**src/rtl/ifu_fetch_pkg.sv**
```systemverilog
// Shared constants and types for the instruction fetch stage and its consumers.
package ifu_fetch_pkg;

   localparam int IFU_XLEN      = 32;
   localparam int IFU_INSTR_LEN = 32;
   localparam int IFU_FQ_DEPTH  = 4;

   localparam logic [IFU_XLEN-1:0] IFU_RESET_VECTOR = 32'h0000_0000;

   // One fetch queue entry as seen by idu0: the instruction and the PC it came from.
   typedef struct packed {
      logic [IFU_INSTR_LEN-1:0] instr;
      logic [IFU_XLEN-1:0]      tag;
   } fetch_entry_t;

endpackage

```
**src/rtl/ifu_fetch_queue.sv**
```systemverilog
// Small synchronous FIFO with push, pop and clear, used for both the
// request tag FIFO and the instruction queue. head reads as zero when empty.
module ifu_fetch_queue #(
   parameter int WIDTH = 64,
   parameter int DEPTH = 4
) (
   input  logic                       clk,
   input  logic                       rst,
   input  logic                       push,
   input  logic [WIDTH-1:0]           push_data,
   input  logic                       pop,
   input  logic                       clear,
   output logic [$clog2(DEPTH+1)-1:0] count,
   output logic [WIDTH-1:0]           head
);

   localparam int AW = $clog2(DEPTH);
   localparam int CW = $clog2(DEPTH+1);

   localparam logic [AW-1:0] PTR_ONE = AW'(1);
   localparam logic [CW-1:0] CNT_ONE = CW'(1);
   localparam logic [CW-1:0] CNT_MAX = CW'(DEPTH);

   logic [WIDTH-1:0] mem [DEPTH];
   logic [AW-1:0]    rd_ptr;
   logic [AW-1:0]    wr_ptr;
   logic             empty;
   logic             full;
   logic             do_push;
   logic             do_pop;

   assign empty   = (count == '0);
   assign full    = (count == CNT_MAX);
   assign do_pop  = pop & ~empty;
   assign do_push = push & (~full | do_pop);

   assign head = empty ? '0 : mem[rd_ptr];

   // Entry storage; contents are only meaningful between rd_ptr and wr_ptr, so no reset.
   always_ff @(posedge clk) begin
      if (do_push & ~clear) begin
         mem[wr_ptr] <= push_data;
      end
   end

   // Pointer and occupancy bookkeeping; pointers wrap naturally since DEPTH is a power of two.
   always_ff @(posedge clk or posedge rst) begin
      if (rst) begin
         rd_ptr <= '0;
         wr_ptr <= '0;
         count  <= '0;
      end else if (clear) begin
         rd_ptr <= '0;
         wr_ptr <= '0;
         count  <= '0;
      end else begin
         if (do_push) begin
            wr_ptr <= wr_ptr + PTR_ONE;
         end
         if (do_pop) begin
            rd_ptr <= rd_ptr + PTR_ONE;
         end
         case ({do_push, do_pop})
            2'b10:   count <= count + CNT_ONE;
            2'b01:   count <= count - CNT_ONE;
            default: count <= count;
         endcase
      end
   end

endmodule

```
**src/rtl/ifu_fetch.sv**
```systemverilog
// Instruction fetch stage: issues in-order word requests to imem under a
// credit limit, queues returning instructions for idu0, and discards
// responses that were already in flight when a flush redirected the PC.
module ifu_fetch
   import ifu_fetch_pkg::*;
#(
   parameter int              XLEN         = IFU_XLEN,
   parameter int              INSTR_LEN    = IFU_INSTR_LEN,
   parameter logic [XLEN-1:0] RESET_VECTOR = IFU_RESET_VECTOR,
   parameter int              FQ_DEPTH     = IFU_FQ_DEPTH
) (
   input  logic                 clk,
   input  logic                 rst,
   output logic                 imem_req_valid,
   input  logic                 imem_req_ready,
   output logic [XLEN-1:0]      imem_req_addr,
   input  logic                 imem_rsp_valid,
   input  logic [INSTR_LEN-1:0] imem_rsp_data,
   input  logic                 pipe_stall,
   input  logic                 pipe_flush,
   input  logic [XLEN-1:0]      flush_pc,
   output logic [INSTR_LEN-1:0] instr,
   output logic                 instr_valid,
   output logic [XLEN-1:0]      instr_tag
);

   localparam int CW = $clog2(FQ_DEPTH+1);
   localparam int EW = INSTR_LEN + XLEN;

   localparam logic [CW-1:0]   CNT_ONE    = CW'(1);
   localparam logic [CW-1:0]   CNT_DEPTH  = CW'(FQ_DEPTH);
   localparam logic [CW:0]     CREDIT_MAX = (CW+1)'(FQ_DEPTH);
   localparam logic [XLEN-1:0] PC_STEP    = XLEN'(4);

   logic [XLEN-1:0] fetch_pc;
   logic [CW-1:0]   inflight;
   logic [CW-1:0]   inflight_next;
   logic [CW-1:0]   drop_cnt;
   logic [CW-1:0]   q_count;
   logic [CW-1:0]   tagq_count;
   logic [XLEN-1:0] tag_head;
   logic [EW-1:0]   q_head;
   logic            credit_ok;
   logic            req_fire;
   logic            rsp_drop;
   logic            q_push;
   logic            q_pop;

   // A request may only go out if its response is guaranteed a queue slot,
   // which is what lets imem return responses without backpressure.
   assign credit_ok      = ({1'b0, q_count} + {1'b0, inflight}) < CREDIT_MAX;
   assign imem_req_valid = ~rst & ~pipe_flush & credit_ok;
   assign imem_req_addr  = fetch_pc;
   assign req_fire       = imem_req_valid & imem_req_ready;

   // Responses owed to a flushed PC stream are dropped while drop_cnt is nonzero.
   assign rsp_drop = imem_rsp_valid & (drop_cnt != '0);
   assign q_push   = imem_rsp_valid & (drop_cnt == '0) & ~pipe_flush;
   assign q_pop    = instr_valid & ~pipe_stall & ~pipe_flush;

   assign instr_valid = (q_count != '0);
   assign instr       = q_head[EW-1:XLEN];
   assign instr_tag   = q_head[XLEN-1:0];

   // Outstanding request count after this cycle's accept and response.
   always_comb begin
      inflight_next = inflight;
      if (req_fire & ~imem_rsp_valid) begin
         inflight_next = inflight + CNT_ONE;
      end else if (~req_fire & imem_rsp_valid) begin
         inflight_next = inflight - CNT_ONE;
      end
   end

   // Fetch PC, outstanding count and drop count; a flush redirects the PC and
   // marks every request still outstanding after this cycle as stale.
   always_ff @(posedge clk or posedge rst) begin
      if (rst) begin
         fetch_pc <= RESET_VECTOR;
         inflight <= '0;
         drop_cnt <= '0;
      end else begin
         inflight <= inflight_next;
         if (pipe_flush) begin
            fetch_pc <= {flush_pc[XLEN-1:2], 2'b00};
            drop_cnt <= inflight_next;
         end else begin
            if (req_fire) begin
               fetch_pc <= fetch_pc + PC_STEP;
            end
            if (rsp_drop) begin
               drop_cnt <= drop_cnt - CNT_ONE;
            end
         end
      end
   end

   // Addresses of accepted requests, popped as responses come back in order;
   // never cleared, because stale responses still need their tag retired.
   ifu_fetch_queue #(
      .WIDTH (XLEN),
      .DEPTH (FQ_DEPTH)
   ) u_tag_fifo (
      .clk       (clk),
      .rst       (rst),
      .push      (req_fire),
      .push_data (fetch_pc),
      .pop       (imem_rsp_valid),
      .clear     (1'b0),
      .count     (tagq_count),
      .head      (tag_head)
   );

   // Instruction queue presented to idu0, emptied on flush.
   ifu_fetch_queue #(
      .WIDTH (EW),
      .DEPTH (FQ_DEPTH)
   ) u_instr_queue (
      .clk       (clk),
      .rst       (rst),
      .push      (q_push),
      .push_data ({imem_rsp_data, tag_head}),
      .pop       (q_pop),
      .clear     (pipe_flush),
      .count     (q_count),
      .head      (q_head)
   );

   // Credit and ordering invariants of the fetch stage.
   a_inflight_bound: assert property (@(posedge clk) disable iff (rst)
      inflight <= CNT_DEPTH);
   a_rsp_needs_req: assert property (@(posedge clk) disable iff (rst)
      imem_rsp_valid |-> (inflight != '0));
   a_drop_bound: assert property (@(posedge clk) disable iff (rst)
      drop_cnt <= inflight);
   a_tag_tracks_inflight: assert property (@(posedge clk) disable iff (rst)
      tagq_count == inflight);

endmodule

```
**config.mk**
```make
export PLATFORM = sky130hd
export DESIGN_NAME = ifu_fetch
export DESIGN_NICKNAME = d
export VERILOG_FILES = /design/src/rtl/ifu_fetch_pkg.sv /design/src/rtl/ifu_fetch_queue.sv /design/src/rtl/ifu_fetch.sv
export SDC_FILE = /design/constraint.sdc
export NUM_CORES = 1
export LEC_CHECK = 0
export CAP_MARGIN = 20
export CORE_MARGIN = 2
export CORE_UTILIZATION = 55
export DETAILED_ROUTE_END_ITERATION = 6
export PLACE_DENSITY = 0.77
export SETUP_SLACK_MARGIN = 0.15
export SYNTH_ARGS = -nofsm -noshare
export SYNTH_HDL_FRONTEND = slang
export SYNTH_SLANG_ARGS = --single-unit
```
**constraint.sdc**
```tcl
create_clock -name clk -period 8.5 [get_ports clk]
set_input_delay 1.7 -clock clk [delete_from_list [all_inputs] [get_ports clk]]
set_output_delay 1.7 -clock clk [all_outputs]
set_load 0.1 [all_outputs]
```
==> metrics.md <==
| Metric | Value |
|---|---|
| Total gr overflow | 0 |
| Clock Path Buffers | 3 |
| Primary FF master, synth | edfxtp_1 |
| Xor/xnor share of the synthesized area | 0.00863 |
| Top Metal Used | met4 |
| Most frequent cells in the layout | edfxtp_1 (372), clkdlybuf4s50_1 (162), mux4_2 (93), and2_1 (93), nand2_1 (54) |
| Placed insts | 1480 |
| Final hold vios | 0 |
| Unique masters post-synth | between 50 and 60 |
| Critical path fanouts, max | 53 |
| First-pass DRT Iterations | 5 |
| GP Congestion | 0.839 |
| Tmin final | approximately 6 ns |
| # IOs | roughly 170 |
| Critical Path Source Type | primary input |
| Slew Limit Fails | 0 |
| Setup TNS Final | 0 ns |
| Routed met1 length | ~15000 um |
| Max Cap Violations | 0 |
| Post-CTS setup buffer count | 0 |
| Post-synthesis mux area share | 0.126 |
| Mapped Cells | 954 |
| CORE AREA | 0.0307 mm^2 |
| First-pass GRT wire length | 52200 um |
| Worst path required time | about 6.8 ns |
| Layout cell share with drive strength beyond 1 | 0.162 |
| Post-synthesis adder-cell area fraction | 0.0132 |
| Final non-filler cell total | ~1600 |
| Initial antenna violation count | 0 |
| Kind of critical path | in2out |
| Tot GR Track Use | 0.206 |
| Maximum clock frequency | 171 MHz |
| Period utilization | 0.688 |
| Slew headroom | 0.288 |
| Initial Utilization | 0.561 |
| Nets | about 1200 |
| Yosys warns | 0 |
| DIE AREA | about 0.033 mm^2 |
| TritonCTS clock tree | built |
| Root Driver | clkbuf_16 |
| P&R area growth vs syn | 19.6% |
| PnR Total Power | 6.86 mW |
| CTS sink cnt | 422 |
| Num CTS Buffers | 42 |
| Worst skew pair latency | ~0.53 ns |
| RSZ-0062 raised after global routing | false |
| Die width | 181 um |
| Critical Path End Type | output pin |
| Via Count | approximately 9000 |
| Ant diodes | 0 |
| Setup violators final | 0 |
| Fin Hold WS | 0.528 ns |
| Status | finished, final reports clean |
| Final wirelength | roughly 33000 um |
| LEAKAGE | 6.86 nW |
| Mean Syn Cell Area | 18.1 um^2 |
| Wire per inst | around 21 um |
| Met2 wire length | 16000 um |
| H-tree levels | 2 |
| Worst EP arrival | 4.15 ns |
| FP Rows | 64 |
| Iter 0 DRT Violations | 915 |
| Resized cells post-CTS | 0 |
| IO buf count | around 160 |
| HP Class | reg2reg |
| Largest family of logic cells by synthesized area | multiplexers |
| Commonest non-fill, non-tap cell in the layout | edfxtp_1 |
| Met3 WL | 1850 um |
| Synthesized area | ~0.017 mm^2 |
| Fraction of registers with async set/reset | 0.118 |
| Post-synthesis compound-gate area fraction | 0.0315 |
| VDD IR max | 0.170 mV |
| Worst Max-Slew Pin Slew | 1.06 ns |
| Vias/cell | 5.87 |
| ANT nets after route | 0 |
| Drt drc | 0 |
| Vias in the first global route | 9271 |
| Clock-pin transition on the worst setup and hold timing paths | 0.06 ns |
| Yosys reg bits | approximately 420 |
| Finished Core Util | 0.671 |
| Register area share after synthesis | 0.720 |
| PD cells | approximately 330 mW/mm^2 |
| Post-synthesis simple-gate area fraction | 0.0832 |
| Final Skew | 0.0114 ns |
| Pin count of the biggest net entering global routing | 65 |
| Hold_buf cts | 0 |
| Die Ht | between 150 and 200 um |
| Post-synth EDFFs | 372 |
| DPL Wire Length | 19200 um |
sequential cells by signal, indices dropped and copies added (netlist names):
| name | flops |
|---|---|
| u_instr_queue.wr_ptr | 2 |
| u_tag_fifo.mem | 120 |
| u_tag_fifo.count | 3 |
| u_instr_queue.rd_ptr | 2 |
| drop_cnt | 3 |
| imem_req_addr | 30 |
| u_instr_queue.mem | 252 |
| inflight | 3 |
| u_instr_queue.count | 3 |
| u_tag_fifo.wr_ptr | 2 |
| u_tag_fifo.rd_ptr | 2 |
worst paths after layout:
| path | from | to | slack [ns] | cells past startpoint |
|---|---|---|---|---|
| setup / recovery | rst | imem_req_valid | 2.65 | 5 |
| hold / removal | inflight[2] | inflight[2] | 0.53 | 1 |
| setup reg to reg | u_instr_queue.count[2] | u_tag_fifo.mem[3][5] | 4.82 | 5 |
| hold reg to reg | inflight[2] | inflight[2] | 0.53 | 1 |
| max in group asynchronous | rst | u_instr_queue.rd_ptr[0] | 6.30 | 3 |
| min in group asynchronous | rst | imem_req_addr[7] | 1.68 | 3 |
synth_stat cells, types with 13 or more instances:
| master | instances | area share |
|---|---|---|
| edfxtp_1 | 372 | 0.65 |
| and2_1 | 101 | 0.037 |
| mux4_2 | 93 | 0.12 |
| nand2_1 | 54 | 0.012 |
| dfrtp_1 | 50 | 0.072 |
| nand3_1 | 25 | 0.0072 |
| clkbuf_1 | 24 | 0.0052 |
| inv_1 | 18 | 0.0039 |
| nor2_1 | 17 | 0.0037 |
| o21ai_0 | 17 | 0.0049 |
| ha_1 | 15 | 0.011 |
| o211ai_1 | 13 | 0.0057 |
critical path: stages:
cell and delay (ns):
clkdlybuf4s50_1 0.41, inv_2 0.05, buf_4 0.54, and3_1 0.29
clkdlybuf4s50_1 1.14
power by group:
part           total, mW  switching [mW]  internal (mW)
clock network       1.83           0.735           1.09
logic               2.37            1.63          0.741
registers           2.66           0.154           2.51
total               6.86            2.52           4.34
cell type report:
cell class              instances  area [um^2]
clock buffers                  57         1140
inverters                      18         67.6
well taps                     396          495
repair buffers                176         1730
clock inverters                19          220
fillers                      2036        10100
multi-input cells             469         4560
flip-flops and latches        422        12400
kinds of logic (layout without fill, tap and decap cells):
group | after synthesis | count (layout)
muxes | 100 | 100
DFF | 422 | 422
adders and majority gates | 17 | 17
xor gates and xnor gates | 17 | 17
other | 1 | 6
buffers and inverters | 68 | 270
AOI/OAI and AO/OA | 76 | 76
and+or+nand+nor | 253 | 253
layer usage:
layer  vias to the layer above  track usage
met4                         0       0.0540
met5                         -            0
met2                       321        0.339
li1                       4097            -
met3                        46       0.0331
met1                      4681        0.291
through the flow:
step                cell area (um^2)  setup slack [ns]
global route                   20600              2.52
CTS                            20600              2.60
floorplan                      17300              3.05
detailed placement             19300              2.63
global placement               19300              2.61
finish                         20600              2.65
Note: power is estimated with default switching activity, not from simulation.
